File: config.mk
export PLATFORM = sky130hd
export DESIGN_NAME = prng_lcg_fifo_flat
export DESIGN_NICKNAME = d
export VERILOG_FILES = /design/src/rtl/prng_lcg_fifo_if.sv /design/src/rtl/prng_lcg_fifo.sv /design/src/flat_wrapper.sv
export SDC_FILE = /design/constraint.sdc
export NUM_CORES = 1
export LEC_CHECK = 0
export CAP_MARGIN = 20
export CORE_MARGIN = 2
export CORE_UTILIZATION = 63
export CTS_BUF_LIST = sky130_fd_sc_hd__clkbuf_16
export CTS_CLUSTER_DIAMETER = 60
export DETAILED_ROUTE_END_ITERATION = 12
export GPL_ROUTABILITY_DRIVEN = 0
export MAX_ROUTING_LAYER = met4
export PLACE_DENSITY = 0.87
export SYNTH_ARGS = -nofsm -noshare
export SYNTH_HDL_FRONTEND = slang
export SYNTH_SLANG_ARGS = --single-unit
File: constraint.sdc
create_clock -name clk -period 8.55 [get_ports clk]
set_clock_uncertainty 0.05 [all_clocks]
set_input_delay 1.71 -clock clk [delete_from_list [all_inputs] [get_ports clk]]
set_output_delay 1.71 -clock clk [all_outputs]
set_load 0.05 [all_outputs]
File: src/rtl/prng_lcg_fifo_if.sv
// prng_lcg_fifo_if: command and random-word handshake bundle.
// master drives cmd_*/rn_rdy; slave (the generator) drives the rest.
interface prng_lcg_fifo_if #(
    parameter int SEED_W = 32,
    parameter int OUT_W  = 15,
    parameter int DEPTH  = 4
);
    localparam int CNT_W = $clog2(DEPTH) + 1;

    logic              cmd_vld;
    logic [1:0]        cmd_typ;
    logic [SEED_W-1:0] cmd_dat;
    logic              cmd_rdy;
    logic              rn_vld;
    logic [OUT_W-1:0]  rn_dat;
    logic              rn_rdy;
    logic [CNT_W-1:0]  fifo_cnt;
    logic              busy;

    modport master (
        output cmd_vld, cmd_typ, cmd_dat, rn_rdy,
        input  cmd_rdy, rn_vld, rn_dat, fifo_cnt, busy
    );

    modport slave (
        input  cmd_vld, cmd_typ, cmd_dat, rn_rdy,
        output cmd_rdy, rn_vld, rn_dat, fifo_cnt, busy
    );
endinterface

File: src/rtl/prng_lcg_fifo.sv
// prng_lcg_fifo: LCG random generator feeding a show-ahead FIFO.
// Ports: clk, rst_b (async, active-low), bus (slave): cmd_* command
// port, rn_* pop handshake, fifo_cnt occupancy, busy step in flight.
module prng_lcg_fifo #(
    parameter int              SEED_W  = 32,
    parameter logic [SEED_W-1:0] MUL_A = SEED_W'(1103515245),
    parameter logic [SEED_W-1:0] INC_C = SEED_W'(12345),
    parameter int              OUT_LSB = 16,
    parameter int              OUT_W   = 15,
    parameter int              MUL_LAT = 1,
    parameter int              DEPTH   = 4
) (
    input logic             clk,
    input logic             rst_b,
    prng_lcg_fifo_if.slave  bus
);
    localparam int PW    = $clog2(DEPTH);
    localparam int CNT_W = PW + 1;
    localparam int LW    = (MUL_LAT > 1) ? $clog2(MUL_LAT) : 1;

    localparam logic [CNT_W-1:0] FULL    = CNT_W'(DEPTH);
    localparam logic [LW-1:0]    LAT_END = LW'(MUL_LAT - 1);

    localparam logic [1:0] C_HALT = 2'd0;
    localparam logic [1:0] C_RUN  = 2'd1;
    localparam logic [1:0] C_LOAD = 2'd2;

    typedef enum logic {IDLE, MUL} state_t;

    state_t            state;
    state_t            state_nxt;
    logic [SEED_W-1:0] seed;
    logic [SEED_W-1:0] prod;
    logic              run;
    logic [LW-1:0]     lat;
    logic [OUT_W-1:0]  mem [DEPTH];
    logic [PW-1:0]     wptr;
    logic [PW-1:0]     rptr;
    logic [CNT_W-1:0]  cnt;
    logic [OUT_W-1:0]  last;

    logic cmd_acc;
    logic empty_acc;
    logic pop;
    logic launch;
    logic push;

    assign cmd_acc   = bus.cmd_vld && bus.cmd_rdy;
    // LOAD (2) and FLUSH (3) both empty the FIFO.
    assign empty_acc = cmd_acc && bus.cmd_typ[1];
    // An accepted command takes priority over a pop.
    assign pop       = bus.rn_vld && bus.rn_rdy && !cmd_acc;

    assign bus.busy     = (state == MUL);
    assign bus.cmd_rdy  = (state != MUL);
    assign bus.rn_vld   = (cnt != '0);
    assign bus.fifo_cnt = cnt;
    // When empty the output holds the last head that was shown.
    assign bus.rn_dat   = bus.rn_vld ? mem[rptr] : last;

    always_ff @(posedge clk or negedge rst_b) begin
        if (!rst_b) state <= IDLE;
        else        state <= state_nxt;
    end

    always_comb begin
        state_nxt = state;
        launch    = 1'b0;
        push      = 1'b0;
        unique case (state)
            IDLE: begin
                if (run && cnt != FULL && !cmd_acc) begin
                    launch    = 1'b1;
                    state_nxt = MUL;
                end
            end
            MUL: begin
                if (lat == LAT_END) begin
                    push      = 1'b1;
                    state_nxt = IDLE;
                end
            end
            default: state_nxt = IDLE;
        endcase
    end

    // Product is captured at launch and held for MUL_LAT cycles,
    // giving the multiply that many cycles to settle or retime.
    always_ff @(posedge clk or negedge rst_b) begin
        if (!rst_b) begin
            lat  <= '0;
            prod <= '0;
            seed <= '0;
            run  <= 1'b0;
        end else begin
            if (launch)          lat <= '0;
            else if (state == MUL) lat <= lat + 1'b1;
            if (launch) prod <= seed * MUL_A + INC_C;
            if (cmd_acc && bus.cmd_typ == C_LOAD) seed <= bus.cmd_dat;
            else if (push)                        seed <= prod;
            if (cmd_acc && bus.cmd_typ == C_RUN)       run <= 1'b1;
            else if (cmd_acc && (bus.cmd_typ == C_HALT ||
                                 bus.cmd_typ == C_LOAD)) run <= 1'b0;
        end
    end

    always_ff @(posedge clk) begin
        if (push) mem[wptr] <= prod[OUT_LSB +: OUT_W];
    end

    always_ff @(posedge clk or negedge rst_b) begin
        if (!rst_b) begin
            wptr <= '0;
            rptr <= '0;
            cnt  <= '0;
            last <= '0;
        end else if (empty_acc) begin
            wptr <= '0;
            rptr <= '0;
            cnt  <= '0;
            if (cnt != '0) last <= mem[rptr];
        end else begin
            if (push) wptr <= wptr + 1'b1;
            if (pop) begin
                rptr <= rptr + 1'b1;
                last <= mem[rptr];
            end
            if (push && !pop)      cnt <= cnt + 1'b1;
            else if (pop && !push) cnt <= cnt - 1'b1;
        end
    end
endmodule
File: src/flat_wrapper.sv
// flat-port wrapper written by rule: the top's interface ports become plain ports
module prng_lcg_fifo_flat 
#(
    parameter int              SEED_W  = 32,
    parameter logic [SEED_W-1:0] MUL_A = SEED_W'(1103515245),
    parameter logic [SEED_W-1:0] INC_C = SEED_W'(12345),
    parameter int              OUT_LSB = 16,
    parameter int              OUT_W   = 15,
    parameter int              MUL_LAT = 1,
    parameter int              DEPTH   = 4
)
  (clk, rst_b, bus_cmd_vld, bus_cmd_typ, bus_cmd_dat, bus_rn_rdy, bus_cmd_rdy, bus_rn_vld, bus_rn_dat, bus_fifo_cnt, bus_busy);
  prng_lcg_fifo_if #(.SEED_W(SEED_W), .OUT_W(OUT_W), .DEPTH(DEPTH)) bus_i ();
  input logic clk;
  input logic rst_b;
  input wire logic [$bits(bus_i.cmd_vld)-1:0] bus_cmd_vld;
  input wire logic [$bits(bus_i.cmd_typ)-1:0] bus_cmd_typ;
  input wire logic [$bits(bus_i.cmd_dat)-1:0] bus_cmd_dat;
  input wire logic [$bits(bus_i.rn_rdy)-1:0] bus_rn_rdy;
  output wire logic [$bits(bus_i.cmd_rdy)-1:0] bus_cmd_rdy;
  output wire logic [$bits(bus_i.rn_vld)-1:0] bus_rn_vld;
  output wire logic [$bits(bus_i.rn_dat)-1:0] bus_rn_dat;
  output wire logic [$bits(bus_i.fifo_cnt)-1:0] bus_fifo_cnt;
  output wire logic [$bits(bus_i.busy)-1:0] bus_busy;
  assign bus_i.cmd_vld = bus_cmd_vld;
  assign bus_i.cmd_typ = bus_cmd_typ;
  assign bus_i.cmd_dat = bus_cmd_dat;
  assign bus_i.rn_rdy = bus_rn_rdy;
  assign bus_cmd_rdy = bus_i.cmd_rdy;
  assign bus_rn_vld = bus_i.rn_vld;
  assign bus_rn_dat = bus_i.rn_dat;
  assign bus_fifo_cnt = bus_i.fifo_cnt;
  assign bus_busy = bus_i.busy;
  prng_lcg_fifo #(.SEED_W(SEED_W), .MUL_A(MUL_A), .INC_C(INC_C), .OUT_LSB(OUT_LSB), .OUT_W(OUT_W), .MUL_LAT(MUL_LAT), .DEPTH(DEPTH)) u_core (.clk(clk), .rst_b(rst_b), .bus(bus_i));
endmodule
# Word-level counts from Yosys, hierarchy flattened
# Memory sizes are Yosys's and may differ from the RTL's.
# Cells that the tools add are included.
[totals] elab_cells=68 mem_bits_rw=60 rom_bits=0 inputBits=38 latch_bits=0 out_inout_bits=21 ff_bits=89 n_memories=1
[mem_list] name="u_core.mem" depth=4 word_bits=15 rd=1 rd_ports_with_merged_regs=0 wr=1 line="prng_lcg_fifo.sv:36" source="logic [OUT_W-1:0] mem [DEPTH];"
[classes] mux=24 n_div=0 n_mul=1 n_lt_le_gt_ge=0 n_reduce_logical=23 n_eq_ne=3 n_shift=0 addsub=6 n_bitwise=1
[ops] operator="$mux W32" n=2
[ops] operator="$mux W15" n=3
[ops] operator="$add A32 B14 Y32 const B" n=1
[ops] operator="$mul A32 B31 Y32 const B" n=1
[ops] operator="$logic_and A1 B1 Y1" n=11
[ops] operator="$mux W1" n=11
[ops] operator="$reduce_bool A2 Y1" n=5
[ops] operator="$mux W3" n=3
[ops] operator="$mux W2" n=4
[ops] operator="$reduce_bool A3 Y1" n=2
[ops] operator="$add A2 B1 Y2 const B" n=2
[ops] operator="$add A3 B1 Y3 const B" n=1
[ops] operator="$logic_not A1 Y1" n=3
[ops] operator="$ne A3 B3 Y1 const B" n=1
[ops] operator="$sub A3 B1 Y3 const B" n=1
[ops] operator="$eq A2 B1 Y1 const B" n=1
[ops] operator="$eq A2 B2 Y1 const B" n=1
[ops] operator="$logic_not A2 Y1" n=1
[ops] operator="$pmux W1 S2" n=1
[ops] operator="$add A1 B1 Y1 const B" n=1
[ops] operator="$logic_or A1 B1 Y1" n=1
[ops] operator="$not A1 Y1" n=1

# Depth between registers and ports, before layout
[logic_depth] word_depth=8 ltp_mapped=26 ltp_nobuf=25

# Worst setup path after synthesis
# Ideal clock, no wire load.
[synth_path] kind="flip-flop to flip-flop" start="register u_core.seed[5]" end="register u_core.prod[25]" path_stages_with_launch=25 path_buffers=0 synth_period_minus_slack_ns=6.245 path_slack_ns=2.305 setup_ns=0.134 t_arrival_ns=6.061 cell_sequence="dfrtp_1 -> ha_1 -> xor2_1 -> ha_1 -> a21oi_1 -> fa_1 -> fa_1 -> inv_1 -> fa_1 -> inv_1 -> fa_1 -> inv_1 -> fa_1 -> inv_1 -> fa_1 -> inv_1 -> ha_1 -> a21o_1 -> a21oi_1 -> and3b_1 -> a21oi_1 -> a21o_1 -> a221oi_1 -> xor2_1 -> o21ai_0"
[synth_via] elab_chain_cells=2
[synth_lines] element="start, declared" line="prng_lcg_fifo.sv:32" source="logic [SEED_W-1:0] seed;"
[synth_lines] element="start signal, assigned" line="prng_lcg_fifo.sv:99" source="if (cmd_acc && bus.cmd_typ == C_LOAD) seed <= bus.cmd_dat;"
[synth_lines] element="start signal, assigned" line="prng_lcg_fifo.sv:100" source="else if (push) seed <= prod;"
[synth_lines] element="$mul A32 B31 Y32" line="prng_lcg_fifo.sv:98" source="if (launch) prod <= seed * MUL_A + INC_C;"
[synth_lines] element="$add A32 B14 Y32" line="prng_lcg_fifo.sv:98"
[synth_lines] element="end signal, assigned" line="prng_lcg_fifo.sv:98"
[synth_lines] element="end, declared" line="prng_lcg_fifo.sv:33" source="logic [SEED_W-1:0] prod;"
# Every way passes these cells.
# A chain may end at the register's enable or synchronous reset.

# Final worst setup path
[layout_path] start="register u_core.seed[6]" end="register u_core.prod[25]"
# Same word-level chain as after synthesis.

==> impl_metrics.ini <==
[clocking]
postCtsSetupRepairBufs = 0
cts-resized-gates = 0
root_buffer = clkbuf_16
clkTransAtPathRegs_ns = 0.07
clock_path_buffers = 2
hold_buffers = 0
cts_tree = done
clkLatencyLatePin_ns = 0.43
cts-htree-levels = 4
cts-buffers-inserted = 17
clock_sinks = 147

[yosys]
ys_seq_area_frac = 0.273
yosysWarnings = 0
synth_area_um2 = 14600
synth-main-ff-cell = dfrtp_1
syn_inst = 1380
ys_types = 48
synth-async-reset-ratio = 0.592
yosys.cell_count.top_type = inv_1
ys_ff_latch = 147
ys_top_cells_by_count = inv_1, ha_1, fa_1
synth_area_leaders = fa_1, ha_1, dfrtp_1
synth_largest_area_cell = fa_1
yosys.area.top_type_share = 0.243
synth_edf_count = 60
synth_nets = 1797
syn-mean-instance-area_um2 = 10.6

[grt]
grt_pass1_vias = 10890
grt_usage = 0.311
grt_pass1_wl_um = 55800
grt_max_degree = 57
overflow = 0
antenna_found_initial = 0

[timing]
post-route-period-util = 0.815
fin_tns_setup_ns = 0
setup_viol = 0
max_slew_margin = 0.309
layout_setup_ws_ns = 1.58
worst_slew_pin_slew_ns = 1.04
fmax_mhz = 144
report.final.slew_viol_count = 0
grt_setup_unrepaired = no
whs_ns = 0.436
finalHoldViolCount = 0
min_period_ns = 6.97

[die]
start_util = 0.642
die_w_um = 156
core_um2 = 22700
placementRows = 55
fp.dieH_um = 156
dieArea_um2 = 24400
io_pins = 59

[setup_path]
worstSetupPathType = reg -> reg
required_ns = 8.80
worstPathMaxFanout = 9
arrival_ns = 7.22
endpoint_kind = register
critPathLaunchType = register

[cells_and_area]
area_growth_syn_to_layout_pct = 10.1
antennaDiodeCount = 0
drive_gt1_frac = 0.0655
finish.net_count = 1854
finalNonFillerCells = 1735

[route]
ant_nets = 0
drt_wl_total_um = 34300
dr.pass1.iters = 5
vias_per_cell = 5.68
dr.first_iter.drc_count = 812
wl_per_cell_um = 19.8
vias = 9851
drc = 0

[placement]
portBuffers = 57
post-place-cells = 1702
dp_hpwl_um = 27400
detailedPlace.worstSlack_ns = 1.58

[worst_hold_path]
hold_class = reg -> reg

[run]
cap_violations = 0

[outcome]
status = completed
[cell type report]
| cell class | count | area [um2] |
|---|---|---|
| Multi-Input combinational cell | 813 | 9040 |
| Fill cell | 1475 | 6650 |
| Sequential cell | 147 | 3980 |
| Inverter | 394 | 1480 |
| Timing Repair Buffer | 64 | 633 |
| Clock buffer | 17 | 425 |
| Tap cell | 285 | 357 |
| Clock inverter | 15 | 146 |
[registers in the layout, summed over array words and instances, names as in the netlist]
signal / cells
u_core.run: 1
u_core.seed: 31
u_core.bus.busy: 1
u_core.last: 15
u_core.rptr: 2
u_core.prod: 31
u_core.mem: 60
u_core.lat: 1
u_core.bus.fifo_cnt: 3
u_core.wptr: 2
[cells by family (layout without fill, tap and decap cells)]
group           Yosys count  count (layout)  synth area share
compound gates          141             141            0.0619
xor+xnor                 64              64            0.0384
fa+ha+maj               379             379             0.416
buf+inv                 420             490             0.108
flops                   147             147             0.273
mux                      46              46            0.0471
simple gates            183             183            0.0552
[layer usage]
| metal | wire length [um] | GRT usage | vias to the layer above |
|---|---|---|---|
| met3 | 2500 | 0.0564 | 130 |
| li1 | - | - | 4430 |
| met2 | 17200 | 0.523 | 435 |
| met4 | 1620 | 0.138 | 0 |
| met5 | 0 | - | - |
| met1 | 13000 | 0.370 | 4856 |
[stage by stage]
step                      instance area, um2  utilization
after floorplan                        14600            -
after global placement                 15500        0.681
after detailed placement               15500        0.681
after CTS                              16000        0.706
after global routing                   16100        0.707
final                                  16100        0.707
[worst max-delay path, stage by stage (launching register included)]
cell      delay (ns)
dfrtp_1         0.64
ha_1            0.41
xor2_1          0.22
ha_1            0.20
a21oi_1         0.27
fa_1            0.48
fa_1            0.49
inv_1           0.05
fa_1            0.49
inv_1           0.05
fa_1            0.53
inv_1           0.05
fa_1            0.47
inv_1           0.05
fa_1            0.48
inv_1           0.04
ha_1            0.35
a21o_1          0.18
a21oi_1         0.16
and3b_1         0.18
a21oi_1         0.13
a21o_1          0.26
a221oi_1        0.29
xor2_1          0.20
o21ai_0         0.09
[worst paths after layout]
kind,from,cells after the start,slack [ns],to
max,u_core.seed[6]$_DFFE_PN0P_,24,1.58,u_core.prod[25]$_DFFE_PN0P_
min,u_core.prod[2]$_DFFE_PN0P_,2,0.44,u_core.prod[2]$_DFFE_PN0P_
max reg2reg,u_core.seed[6]$_DFFE_PN0P_,24,1.58,u_core.prod[25]$_DFFE_PN0P_
min reg2reg,u_core.prod[2]$_DFFE_PN0P_,2,0.44,u_core.prod[2]$_DFFE_PN0P_
max in group asynchronous,rst_b,2,6.19,u_core.seed[1]$_DFFE_PN0P_
min in group asynchronous,rst_b,1,1.17,u_core.last[10]$_DFFE_PN0P_
[cells in the final DEF (no fill, tap or decap), types with 4 or more instances in the layout]
master           count
nand2b_1             6
inv_1              394
clkdlybuf4s50_1     56
nor2_1              14
buf_4                7
xor2_1              23
fa_1               177
nand2_1            120
o211ai_1             5
dfrtp_1             87
mux2_2              31
and2_1               8
o21ai_0             39
edfxtp_1            60
or3_1                4
a21o_1              12
a211oi_1             5
clkbuf_16           17
and3_1               4
mux4_2              15
a22oi_1             31
xnor2_1             41
inv_6                5
ha_1               202
nand3_1              8
a21oi_1             26
Power is left out: the tool's default activity adds up to more than one toggle a clock period on the data nets, which glitch-free logic cannot reach.
